**src/rtl/uart_pkg.sv**
```systemverilog
// Shared UART definitions: FSM state encoding, parity modes, frame constants.
package uart_pkg;

    typedef enum logic [2:0] {
        ST_IDLE   = 3'd0,
        ST_START  = 3'd1,
        ST_DATA   = 3'd2,
        ST_PARITY = 3'd3,
        ST_STOP   = 3'd4
    } uart_state_e;

    // Parity mode encodings for the PARITY parameter
    localparam int unsigned PAR_NONE = 0;
    localparam int unsigned PAR_ODD  = 1;
    localparam int unsigned PAR_EVEN = 2;

    // Data bits per frame; shared with the receiver
    localparam int unsigned UART_DATA_BITS = 8;

    // Parity bit over a data byte: XOR for even, inverted XOR for odd
    function automatic logic parity_bit(input logic [7:0] data, input int unsigned mode);
        return (mode == PAR_ODD) ? ~(^data) : ^data;
    endfunction

endpackage

```
**src/rtl/uart_baud_cnt.sv**
```systemverilog
// Loadable down-counter for bit timing; tick_o is high while the count is zero.
module uart_baud_cnt #(
    parameter int unsigned WIDTH = 16
) (
    input  logic             clk,
    input  logic             rst_n,
    input  logic             load_i,
    input  logic [WIDTH-1:0] load_val_i,
    output logic             tick_o
);

    logic [WIDTH-1:0] cnt_q;
    logic [WIDTH-1:0] cnt_d;

    // Reload on request, otherwise count down and stop at zero
    always_comb begin
        cnt_d = cnt_q;
        if (load_i) begin
            cnt_d = load_val_i;
        end else if (cnt_q != '0) begin
            cnt_d = cnt_q - WIDTH'(1);
        end
    end

    // Counter register
    // NOTE: sequential state uses non-blocking assignments so every flop samples pre-edge values.
    always_ff @(posedge clk or negedge rst_n) begin
        if (!rst_n) begin
            cnt_q <= '0;
        end else begin
            cnt_q <= cnt_d;
        end
    end

    assign tick_o = (cnt_q == '0);

endmodule

```
**src/rtl/uart_tx.sv**
```systemverilog
// UART transmitter: 8 data bits LSB first, optional parity, 1 or 2 stop bits.
module uart_tx
    import uart_pkg::*;
#(
    parameter int unsigned CLKS_PER_BIT = 217,
    parameter int unsigned PARITY       = 0,
    parameter int unsigned STOP_BITS    = 1
) (
    input  logic       clk,
    input  logic       rst_n,
    input  logic [7:0] i_byte,
    input  logic       i_byte_v,
    output logic       o_tx,
    output logic       o_tx_done,
    output logic       o_busy
);

    if (CLKS_PER_BIT < 2 || CLKS_PER_BIT > 65535) begin : g_bad_clks_per_bit
        $error("uart_tx: CLKS_PER_BIT must be in 2..65535");
    end
    if (PARITY > PAR_EVEN) begin : g_bad_parity
        $error("uart_tx: PARITY must be 0, 1 or 2");
    end
    if (STOP_BITS < 1 || STOP_BITS > 2) begin : g_bad_stop_bits
        $error("uart_tx: STOP_BITS must be 1 or 2");
    end

    localparam logic [15:0] BIT_RELOAD = 16'(CLKS_PER_BIT - 1);
    localparam logic [2:0]  LAST_DATA  = 3'(UART_DATA_BITS - 1);
    localparam logic [2:0]  LAST_STOP  = 3'(STOP_BITS - 1);
    localparam bit          HAS_PARITY = (PARITY != PAR_NONE);

    uart_state_e state_q, state_d;
    logic [7:0]  data_q, data_d;
    logic [2:0]  bit_idx_q, bit_idx_d;
    logic        tx_q, tx_d;
    logic        busy_q, busy_d;
    logic        done_q, done_d;
    logic        accept;
    logic        cnt_load;
    logic        tick;

    assign accept = (state_q == ST_IDLE) && i_byte_v;

    uart_baud_cnt #(
        .WIDTH(16)
    ) u_baud_cnt (
        .clk       (clk),
        .rst_n     (rst_n),
        .load_i    (cnt_load),
        .load_val_i(BIT_RELOAD),
        .tick_o    (tick)
    );

    // State register
    always_ff @(posedge clk or negedge rst_n) begin
        if (!rst_n) begin
            state_q <= ST_IDLE;
        end else begin
            state_q <= state_d;
        end
    end

    // Next-state: advance one bit per counter tick, bytes only accepted in IDLE
    // NOTE: every combinational output gets a default first so no path infers a latch.
    always_comb begin
        state_d = state_q;
        unique case (state_q)
            ST_IDLE:   if (i_byte_v) state_d = ST_START;
            ST_START:  if (tick) state_d = ST_DATA;
            ST_DATA:   if (tick && bit_idx_q == LAST_DATA) state_d = HAS_PARITY ? ST_PARITY : ST_STOP;
            ST_PARITY: if (tick) state_d = ST_STOP;
            ST_STOP:   if (tick && bit_idx_q == LAST_STOP) state_d = ST_IDLE;
            default:   state_d = ST_IDLE;
        endcase
    end

    // Outputs and datapath: next line level, bit index, byte latch, counter reload
    always_comb begin
        data_d    = data_q;
        bit_idx_d = bit_idx_q;
        cnt_load  = 1'b0;
        if (accept) begin
            data_d    = i_byte;
            bit_idx_d = '0;
            cnt_load  = 1'b1;
        end else if (state_q != ST_IDLE && tick && state_d != ST_IDLE) begin
            cnt_load = 1'b1;
            // Index counts data bits, wraps 7->0 on DATA exit, then counts stop bits
            if (state_q == ST_DATA || state_q == ST_STOP) begin
                bit_idx_d = bit_idx_q + 3'd1;
            end
        end

        tx_d = 1'b1;
        unique case (state_d)
            ST_START:  tx_d = 1'b0;
            ST_DATA:   tx_d = data_q[bit_idx_d];
            ST_PARITY: tx_d = parity_bit(data_q, PARITY);
            default:   tx_d = 1'b1;
        endcase

        busy_d = (state_d != ST_IDLE);
        done_d = (state_q == ST_STOP) && (state_d == ST_IDLE);
    end

    // Registered outputs and datapath; reset returns the line high at once
    // NOTE: the byte latch is reset too so a post-reset frame never sees stale data.
    always_ff @(posedge clk or negedge rst_n) begin
        if (!rst_n) begin
            data_q    <= '0;
            bit_idx_q <= '0;
            tx_q      <= 1'b1;
            busy_q    <= 1'b0;
            done_q    <= 1'b0;
        end else begin
            data_q    <= data_d;
            bit_idx_q <= bit_idx_d;
            tx_q      <= tx_d;
            busy_q    <= busy_d;
            done_q    <= done_d;
        end
    end

    assign o_tx      = tx_q;
    assign o_busy    = busy_q;
    assign o_tx_done = done_q;

endmodule

```
**config.mk**
```make
export PLATFORM = sky130hd
export DESIGN_NAME = uart_tx
export DESIGN_NICKNAME = d
export VERILOG_FILES = /design/src/rtl/uart_pkg.sv /design/src/rtl/uart_baud_cnt.sv /design/src/rtl/uart_tx.sv
export SDC_FILE = /design/constraint.sdc
export NUM_CORES = 1
export LEC_CHECK = 0
export ABC_AREA = 0
export ABC_CLOCK_PERIOD_IN_PS = 3650
export BUFFER_PORTS_ARGS = -buffer_cell sky130_fd_sc_hd__buf_2
export CAP_MARGIN = 20
export CORE_MARGIN = 2
export CORE_UTILIZATION = 55
export CTS_CLUSTER_DIAMETER = 30
export DETAILED_ROUTE_END_ITERATION = 10
export PLACE_DENSITY_LB_ADDON = 0.25
export SYNTH_ARGS = -nofsm -noshare
export SYNTH_HDL_FRONTEND = slang
export SYNTH_SLANG_ARGS = --single-unit
```
**constraint.sdc**
```tcl
create_clock -name clk -period 3.65 [get_ports clk]
set_clock_uncertainty 0.1 [all_clocks]
set_input_delay 0.73 -clock clk [delete_from_list [all_inputs] [get_ports clk]]
set_output_delay 0.73 -clock clk [all_outputs]
set_load 0.01 [all_outputs]
```
# Word level (Yosys, flattened, before mapping)
# Cells that the tools add are included.
# totals
register_bits	33
inputBits	11
out_inout_bits	3
word_cells	50
# classes
addsub	2
magnitude_cmp	1
eq_ne	8
n_mux	16
n_reduce_logical	16
# ops
operator	n
16-bit two-way mux	2
3-bit two-way mux	8
16-bit logical NOT	1
16-bit nonzero test	1
16-bit by 1-bit subtractor with 16-bit output, second input constant	1
3-bit case mux with 5 select lines	1
3-bit by 2-bit == test with 1-bit output, second input constant	4
3-bit logical NOT	3
8-bit parity	1
3-bit by 1-bit == test with 1-bit output, second input constant	2
3-bit == test, second input constant	2
1-bit logical AND	6
3-bit nonzero test	2
3-bit by 4-bit < comparator with 1-bit output, second input constant	1
3-bit by 1-bit adder with 3-bit output, second input constant	1
1-bit binary-select mux with 3-bit select	1
1-bit two-way mux	3
1-bit case mux with 3 select lines	1
2-bit nonzero test	1
1-bit logical OR	1

# Logic depth before layout (Yosys ltp)
# Gate-level depths: netlist of the first run.
# logic_depth
depth_word	11
depth_mapped	11
depth_no_buf	9

# Cells and area by module
# Synthesis of the first run repeated with hierarchy kept, for this count alone.
# unflattened
cells_unflattened	222
area_unflattened_um2	2075.7
# by_module_without_submodules
mod	instances	cells_each	area_per_inst_um2	seq_area_each_um2
uart_tx	1	118	1069.8	426.7
uart_baud_cnt	1	104	1006.0	400.4

# Worst setup path after synthesis of the first run
# OpenSTA, ideal clock, no wires.
# synth_timing
path_kind	flip-flop to flip-flop
startpoint	reg u_baud_cnt.cnt_q[0]
endpoint	reg tx_q (netlist: o_tx)
setup_ns	0.086
arrival_ns	2.543
t_required_ns	3.464
setup_slack_ns	0.921
stages_incl_launch_ff	10
n_path_buf	0
period_less_slack_ns	2.729
path_cell_list	dfrtp_1 inv_1 ha_1 nor3b_1 nand4_4 a211oi_4 mux2i_1 mux2i_1 a22o_2 o31ai_2
# synth_via
elab_chain_len	11
word_cells_on_any_way	19
classes_between	3 x eq/ne; 10 x mux; 6 x reduce/logical
# synth_lines
element	line	rtl
start, declared	uart_baud_cnt.sv:12	logic [WIDTH-1:0] cnt_q;
start signal, assigned	uart_baud_cnt.sv:31	cnt_q <= cnt_d;
16-bit logical NOT (*)	uart_baud_cnt.sv:35	assign tick_o = (cnt_q == '0);
1-bit logical AND, on equally long branches	uart_tx.sv:73, uart_tx.sv:71	
3-bit two-way mux, on equally long branches	uart_tx.sv:73, uart_tx.sv:71	
3-bit case mux with 5 select lines	uart_tx.sv:68	unique case (state_q)
3-bit nonzero test	uart_tx.sv:87	end else if (state_q != ST_IDLE && tick && state_d != ST_IDLE) begin
1-bit logical AND (*)	uart_tx.sv:87	
3-bit two-way mux (*)	uart_tx.sv:87	
3-bit two-way mux (*)	uart_tx.sv:83	if (accept) begin
via bit_idx_d[1]	uart_tx.sv:35	logic [2:0] bit_idx_q, bit_idx_d;
1-bit binary-select mux with 3-bit select (*)	uart_tx.sv:98	ST_DATA: tx_d = data_q[bit_idx_d];
1-bit two-way mux (not written as such) (*)	uart_tx.sv:98	
1-bit case mux with 3 select lines (*)	uart_tx.sv:96	unique case (state_d)
via tx_d	uart_tx.sv:36	logic tx_q, tx_d;
end signal, assigned	uart_tx.sv:119	tx_q <= tx_d;
end, declared	uart_tx.sv:36	
# The timed path passes the listed nets; every way through them passes the cells marked *. The select of a mux whose other input is x is not followed.
# A chain may end at the register's enable or synchronous reset.

# Worst setup path after layout of the first run
# Same ends and word-level chain as after synthesis.

==> results of run 1 <==
-- metrics by stage --
step / power [mW] / setup WS, ns / util / instances
floorplan: 0.761 / 0.921 / - / 195
global route: 1.10 / 0.261 / 0.613 / 257
CTS: 1.03 / 0.559 / 0.613 / 257
finish: 1.02 / 0.558 / 0.613 / 257
global placement: 0.815 / 0.790 / 0.597 / 249
detailed placement: 0.835 / 0.605 / 0.597 / 249
-- flip-flops by register name, indices dropped and copies added (netlist names) --
register          flops
o_tx_done             1
data_q                8
bit_idx_q             3
u_baud_cnt.cnt_q     16
o_busy                1
state_q               3
o_tx                  1
-- cell usage after synthesis, types with 2 or more instances --
| library cell | number |
|---|---|
| buf_4 | 2 |
| nor3b_1 | 2 |
| nand2b_1 | 6 |
| nand3_1 | 3 |
| mux2i_1 | 5 |
| clkbuf_1 | 2 |
| nand3b_1 | 5 |
| nand2_1 | 34 |
| a21oi_1 | 5 |
| xor2_1 | 4 |
| nor4_4 | 2 |
| and3_1 | 2 |
| o31ai_1 | 2 |
| nor4_1 | 4 |
| nor3_1 | 5 |
| o21ai_0 | 6 |
| nor2_1 | 23 |
| inv_1 | 6 |
| buf_2 | 2 |
| xnor2_1 | 17 |
| dfrtp_1 | 32 |
| ha_1 | 4 |
-- final timing paths --
path,startpoint,endpoint,slack (ns)
max in group asynchronous,rst_n,bit_idx_q[1]$_DFF_PN0_,2.65
setup reg to reg,u_baud_cnt.cnt_q[0]$_DFFE_PN0P_,o_tx$_DFF_PN1_,0.56
setup / recovery,u_baud_cnt.cnt_q[0]$_DFFE_PN0P_,o_tx$_DFF_PN1_,0.56
min in group clk,data_q[4]$_DFFE_PN0P_,data_q[4]$_DFFE_PN0P_,0.44
hold / removal,rst_n,u_baud_cnt.cnt_q[2]$_DFFE_PN0P_,0.34
hold reg to reg,data_q[4]$_DFFE_PN0P_,data_q[4]$_DFFE_PN0P_,0.44
-- kinds of logic (layout without fill, tap and decap cells) --
group           after synthesis  after routing  synth area share
fa+ha+maj                     4              4            0.0268
compound gates               22             22            0.0859
xor+xnor                     21             21            0.0987
buf+inv                      12             28            0.0295
mux                           5              5            0.0268
simple gates                 98             98             0.289
flops                        33             33             0.444
-- final cells by class --
cell class,count,area share
Tap cell,46,0.0286
Clock inverter,2,0.00497
Sequential cell,33,0.411
Inverter,6,0.0112
Clock buffer,6,0.0205
Timing Repair Buffer,14,0.0360
Multi-Input combinational cell,150,0.488
-- power breakdown --
part / switching, mW / leakage, nW / internal [mW]
clock network: 0.116 / 0.0320 / 0.0733
registers: 0.0902 / 0.411 / 0.440
logic: 0.152 / 0.425 / 0.148
-- layer usage --
metal,track usage,share of wire,up-vias
met5,0,0,-
met4,0.0611,0.017,0
met3,0.0507,0.037,8
met2,0.360,0.50,40
met1,0.263,0.44,661
li1,-,-,689
==> key figures, run 1 <==
Run status
  • Status: finished clean

Die
  • IO Pins: 14
  • DIE AREA: roughly 0.0039 mm^2
  • Horiz. Die Dim: a little over 60 um
  • Die H: 62.2 um
  • Initial Utilization: 0.568
  • Row count: 21
  • Core Region: around 0.0033 mm^2

Yosys
  • Post-synthesis net count: 210
  • Yosys top cell area share: 0.430
  • Synth Instances: between 150 and 200
  • Post-synth EDFFs: 0
  • #FFs+latches synth: 33
  • Post-synth top area cell: dfrtp_1
  • Top post-synthesis cells by area: dfrtp_1, xnor2_1, nand2_1
  • Seq/Total Area, Yosys: 0.444
  • Synth Flop Type: dfrtp_1
  • Yosys warnings: 0
  • Synth Area per Inst: around 9.6 um^2
  • Post-synthesis async set-or-reset flop share: 1.00
  • Post-synthesis cell area: between 0.0015 and 0.002 mm^2
  • Synth unique cells: 44

Global route
  • First-pass GRT wire length: around 6500 um
  • Largest net degree at the start of global routing: 34
  • GRT overflow: 0
  • Vias in the first global route: 1456
  • GRT Util Overall: 0.209
  • Initial antenna violation count: 0

Timing
  • RSZ-0062 raised after global routing: no
  • Achievable Freq: between 300 and 400 MHz
  • Fin crit share: 0.847
  • Hold_ws: roughly 0.34 ns
  • TNS Setup: 0 ns
  • Count of pins over their slew limit: 0
  • Hold Fails Final Rpt: 0
  • Final min period: 3.09 ns
  • Slew headroom: 0.528
  • Actual slew at the worst max-slew pin: slightly above 0.7 ns
  • Endpoints failing setup: 0

Route
  • Detailed Routing Iterations Pass 1: 4
  • Total wire length: 3500 um
  • Drt initial violations: 77
  • WL/cell: around 14 um
  • Post-route ant nets: 0
  • DRC: 0
  • Vias per cell: 5.44
  • Routed via count: around 1.4k

Worst setup path
  • Critical Path Max Stage Delay: 0.50 ns
  • Worst Path Buf+Inv: 1
  • CP max FO: 10
  • Critical Path End Type: flop
  • Critical Path Most Common Cell: mux2i_1
  • Crit path DAT: ~3.2 ns
  • Crit Path Category: reg2reg
  • CP startpoint kind: flop
  • WP data required: 3.80 ns
  • Cell family with most CP delay: compound AO/OA/AOI/OAI gates
  • Slowest cell on the critical path: mux2i_1
  • Critical Path Stages: 9
  • Crit path cell chain: inv_1, ha_1, nor3b_1, nand4_4, a211oi_4, mux2i_1, mux2i_1, a22o_2, o31ai_2
  • Cells on worst reg2reg path: 9

Finish
  • Register area: 827 um^2
  • Fin nets: between 200 and 250
  • Commonest non-fill, non-tap cell in the layout: nand2_1
  • Fillcell total: between 200 and 300
  • Final instance area: just over 0.002 mm^2
  • Synthesis-to-layout area growth: 7.99%
  • Fraction of layout cells with a size suffix above 1: 0.171
  • Most frequent cells in the layout: nand2_1, dfrtp_1, nor2_1
  • N_diodes: 0
  • Multi-input gate area: around 980 um^2

Clocking
  • Post-CTS sizing: 0
  • Sink Count: 33
  • Clk Latency, worst-skew pair: 0.33 ns
  • Num CTS Buffers: 5
  • CTS H-tree depth: 2
  • Bufs on Longest Clock Path: 2
  • TritonCTS clock tree: yes
  • Hold buffer count at cts: 0
  • Clock slew at reported path FFs: 0.10 ns
  • Root Buffer: clkbuf_4
  • Post-CTS Setup Inserts: 0

Power
  • VDD IR max: 0.272 mV
  • Cell Pwr Density: roughly 510 mW/mm^2
  • Pleak: between 0.8 and 0.9 nW

Hold path
  • Path type of the worst min-delay path: in2async

Job
  • MaxCap Viol Count: 0

Placement
  • Input/output buffers: 13
  • Gpl congestion: slightly above 0.8
  • Detailed Place HPWL: approximately 2600 um
  • DP Area: around 0.002 mm^2
Power figures use the tool's default switching activity.
==> run 2, diff against run 1 <==
- ABC_AREA: 0 -> 1
- ABC_CLOCK_PERIOD_IN_PS: 3650 -> 3100
- clock period: 3.65 -> 3.1 ns (I/O delays scaled with it)
==> run 2 against run 1 <==
Global-route usage increased by 0.65 points. Core utilization increased by 2.5 points. Total power decreased by 32%. Final area increased by 8.3%. Via count increased by 14%. Highest routed layer unchanged. Area after synthesis increased by 8.0%.
==> key figures, run 2 <==
Timing
  • RSZ-0062 raised after global routing: no
  • Count of pins over their slew limit: 0
  • Fin crit share: 0.811
  • Hold Fails Final Rpt: 0
  • Slew headroom: 0.525
  • Actual slew at the worst max-slew pin: roughly 0.7 ns
  • Final min period: roughly 2.5 ns
  • Achievable Freq: 398 MHz
  • Endpoints failing setup: 0
  • TNS Setup: 0 ns

Yosys
  • Most frequent cell after synthesis: nand2_1
  • Synth Area per Inst: 8.57 um^2
  • Yosys warnings: 0
  • Post-synth top area cell: dfrtp_1
  • Post-synth EDFFs: 0
  • Synth Flop Type: dfrtp_1
  • Seq/Total Area, Yosys: 0.411
  • Post-synthesis net count: 250
  • Synth Instances: roughly 240
  • Post-synthesis async set-or-reset flop share: 1.00
  • Post-synthesis cell area: ~0.002 mm^2
  • Synth unique cells: 34
  • Top post-synthesis cells by count: nand2_1, dfrtp_1, inv_1
  • #FFs+latches synth: 33
  • Top post-synthesis cells by area: dfrtp_1, nand2_1, xnor2_1
  • Yosys top cell area share: 0.398

Finish
  • Synthesis-to-layout area growth: 8.27%
  • Fin util: 0.638
  • Commonest non-fill, non-tap cell in the layout: nand2_1
  • Leading registers by flop count: u_baud_cnt.cnt_q x16, data_q x8
  • N_diodes: 0
  • Multi-input gate area: around 0.0010 mm^2
  • Fin nets: 268
  • Fin cells: 300
  • Largest register by flop count: u_baud_cnt.cnt_q
  • Fraction of layout cells with a size suffix above 1: 0.217
  • Max FFs per register: 16
  • Fillcell total: approximately 300
  • Register area: just over 800 um^2
  • Most frequent cells in the layout: nand2_1, dfrtp_1, inv_1

Worst setup path
  • WP data required: between 3 and 4 ns
  • Crit path DAT: 2.64 ns
  • Critical Path Start: u_baud_cnt.cnt_q[0]$_DFFE_PN0P_
  • Crit Path Category: reg2reg
  • CP max FO: 12
  • Worst r2r src: u_baud_cnt.cnt_q[0]$_DFFE_PN0P_
  • Critical Path End Type: flop
  • CP startpoint kind: flop

Run status
  • Status: finished clean

Route
  • WL/cell: between 10 and 15 um
  • Drt initial violations: slightly above 90
  • Detailed Routing Iterations Pass 1: 4
  • Routed via count: between 1.5k and 2k
  • Total wire length: around 3800 um
  • Vias per cell: approximately 5.3
  • Post-route ant nets: 0
  • DRC: 0

Placement
  • Gpl congestion: between 0.8 and 0.9
  • Detailed Place HPWL: 2860 um
  • Input/output buffers: 13
  • Placed cells: between 200 and 300

Clocking
  • Num CTS Buffers: 5
  • Post-CTS Setup Inserts: 0
  • Post-CTS sizing: 0
  • TritonCTS clock tree: yes
  • Root Buffer: clkbuf_4
  • Clock slew at reported path FFs: approximately 0.11 ns
  • Bufs on Longest Clock Path: 2
  • CTS H-tree depth: 2
  • Hold buffer count at cts: 0
  • Sink Count: 33
  • Clk Latency, worst-skew pair: 0.35 ns

Die
  • Core Region: about 0.0034 mm^2
  • Row count: 21
  • DIE AREA: 0.00416 mm^2
  • IO Pins: 14
  • Initial Utilization: 0.589
  • Horiz. Die Dim: roughly 65 um
  • Die H: between 60 and 70 um

Job
  • MaxCap Viol Count: 0

Hold path
  • Path type of the worst min-delay path: in2async

Power
  • Cell Pwr Density: approximately 320 mW/mm^2
  • VDD IR max: 0.233 mV
  • Pleak: between 0.9 and 1 nW

Global route
  • Vias in the first global route: ~1.5k
  • GRT overflow: 0
  • First-pass GRT wire length: about 6800 um
  • Initial antenna violation count: 0
  • GRT Util Overall: 0.216
  • Largest net degree at the start of global routing: 34
[run 2: cell count changes in the layout (fill, tap and decap cells not counted), moves of 4 or more]
cell      before  now
nand3b_1       5    1
nand2_4        0    5
inv_1          6   28
nand2_1       34   38
xnor2_1       17   13
mux2i_1        5    0
nand2_2        0    6
nand2b_1       6    0
o21ai_0        6   12
nand4_1        1    6
nand3_1        3   17
[run 2: layout make-up]
type / instances / area share
Tap cell: 46 / 0.0264
Clock buffer: 8 / 0.0270
Multi-Input combinational cell: 169 / 0.482
Timing Repair Buffer: 13 / 0.0299
Sequential cell: 33 / 0.379
Inverter: 31 / 0.0557
[run 2: power by group]
| part | leakage [nW] | switching, mW | total (mW) | internal (mW) |
|---|---|---|---|---|
| combinational | 0.606 | 0.00928 | 0.0136 | 0.00433 |
| clock | 0.0326 | 0.142 | 0.254 | 0.112 |
| sequential | 0.355 | 0 | 0.430 | 0.430 |
| total | 0.994 | 0.152 | 0.698 | 0.546 |
[run 2: cell families after synthesis]
group                    share of synthesized area
AO/OA/AOI/OAI                               0.0746
buffers and inverters                       0.0677
flip-flops                                   0.411
AND/OR/NAND/NOR                              0.339
XOR/XNOR                                    0.0827
adder cells (fa/ha/maj)                     0.0249
[run 2: layer usage]
layer	track usage	routed length, um	vias up
li1	-	-	791
met1	0.281	1690	728
met2	0.341	1810	58
met3	0.0573	263	10
met4	0.0904	68	0
met5	0	0	-
[run 2: critical path, cell delays in order (launching register included)]
cell and delay [ns]:
dfrtp_1 0.37, inv_1 0.10, ha_1 0.22, nand2_2 0.14, inv_1 0.10, nand4_1 0.37, nor2_4 0.28, nand2_4 0.09
inv_4 0.08, nor2_8 0.05, inv_4 0.20, nor2_8 0.08, nand2_1 0.13, o31ai_4 0.08
[run 2: through the flow]
| stage | setup slack, ns | hold slack, ns | area, um^2 | power, mW |
|---|---|---|---|---|
| after floorplan | 0.935 | 0.224 | 2010 | 0.439 |
| after global placement | 0.648 | 0.415 | 2120 | 0.453 |
| after detailed placement | 0.587 | 0.419 | 2120 | 0.453 |
| after CTS | 0.572 | 0.247 | 2180 | 0.702 |
| after global routing | 0.363 | 0.276 | 2180 | 0.726 |
| final | 0.584 | 0.209 | 2180 | 0.698 |
[run 2: worst paths after layout]
kind | to | slack (ns) | depth (start not counted)
setup / recovery | u_baud_cnt.cnt_q[1]$_DFFE_PN0P_ | 0.58 | 13
hold / removal | u_baud_cnt.cnt_q[11]$_DFFE_PN0P_ | 0.21 | 1
setup reg to reg | u_baud_cnt.cnt_q[1]$_DFFE_PN0P_ | 0.58 | 13
hold reg to reg | u_baud_cnt.cnt_q[2]$_DFFE_PN0P_ | 0.44 | 1
max in group asynchronous | bit_idx_q[1]$_DFF_PN0_ | 2.22 | 1
min in group clk | data_q[5]$_DFFE_PN0P_ | 0.38 | 3
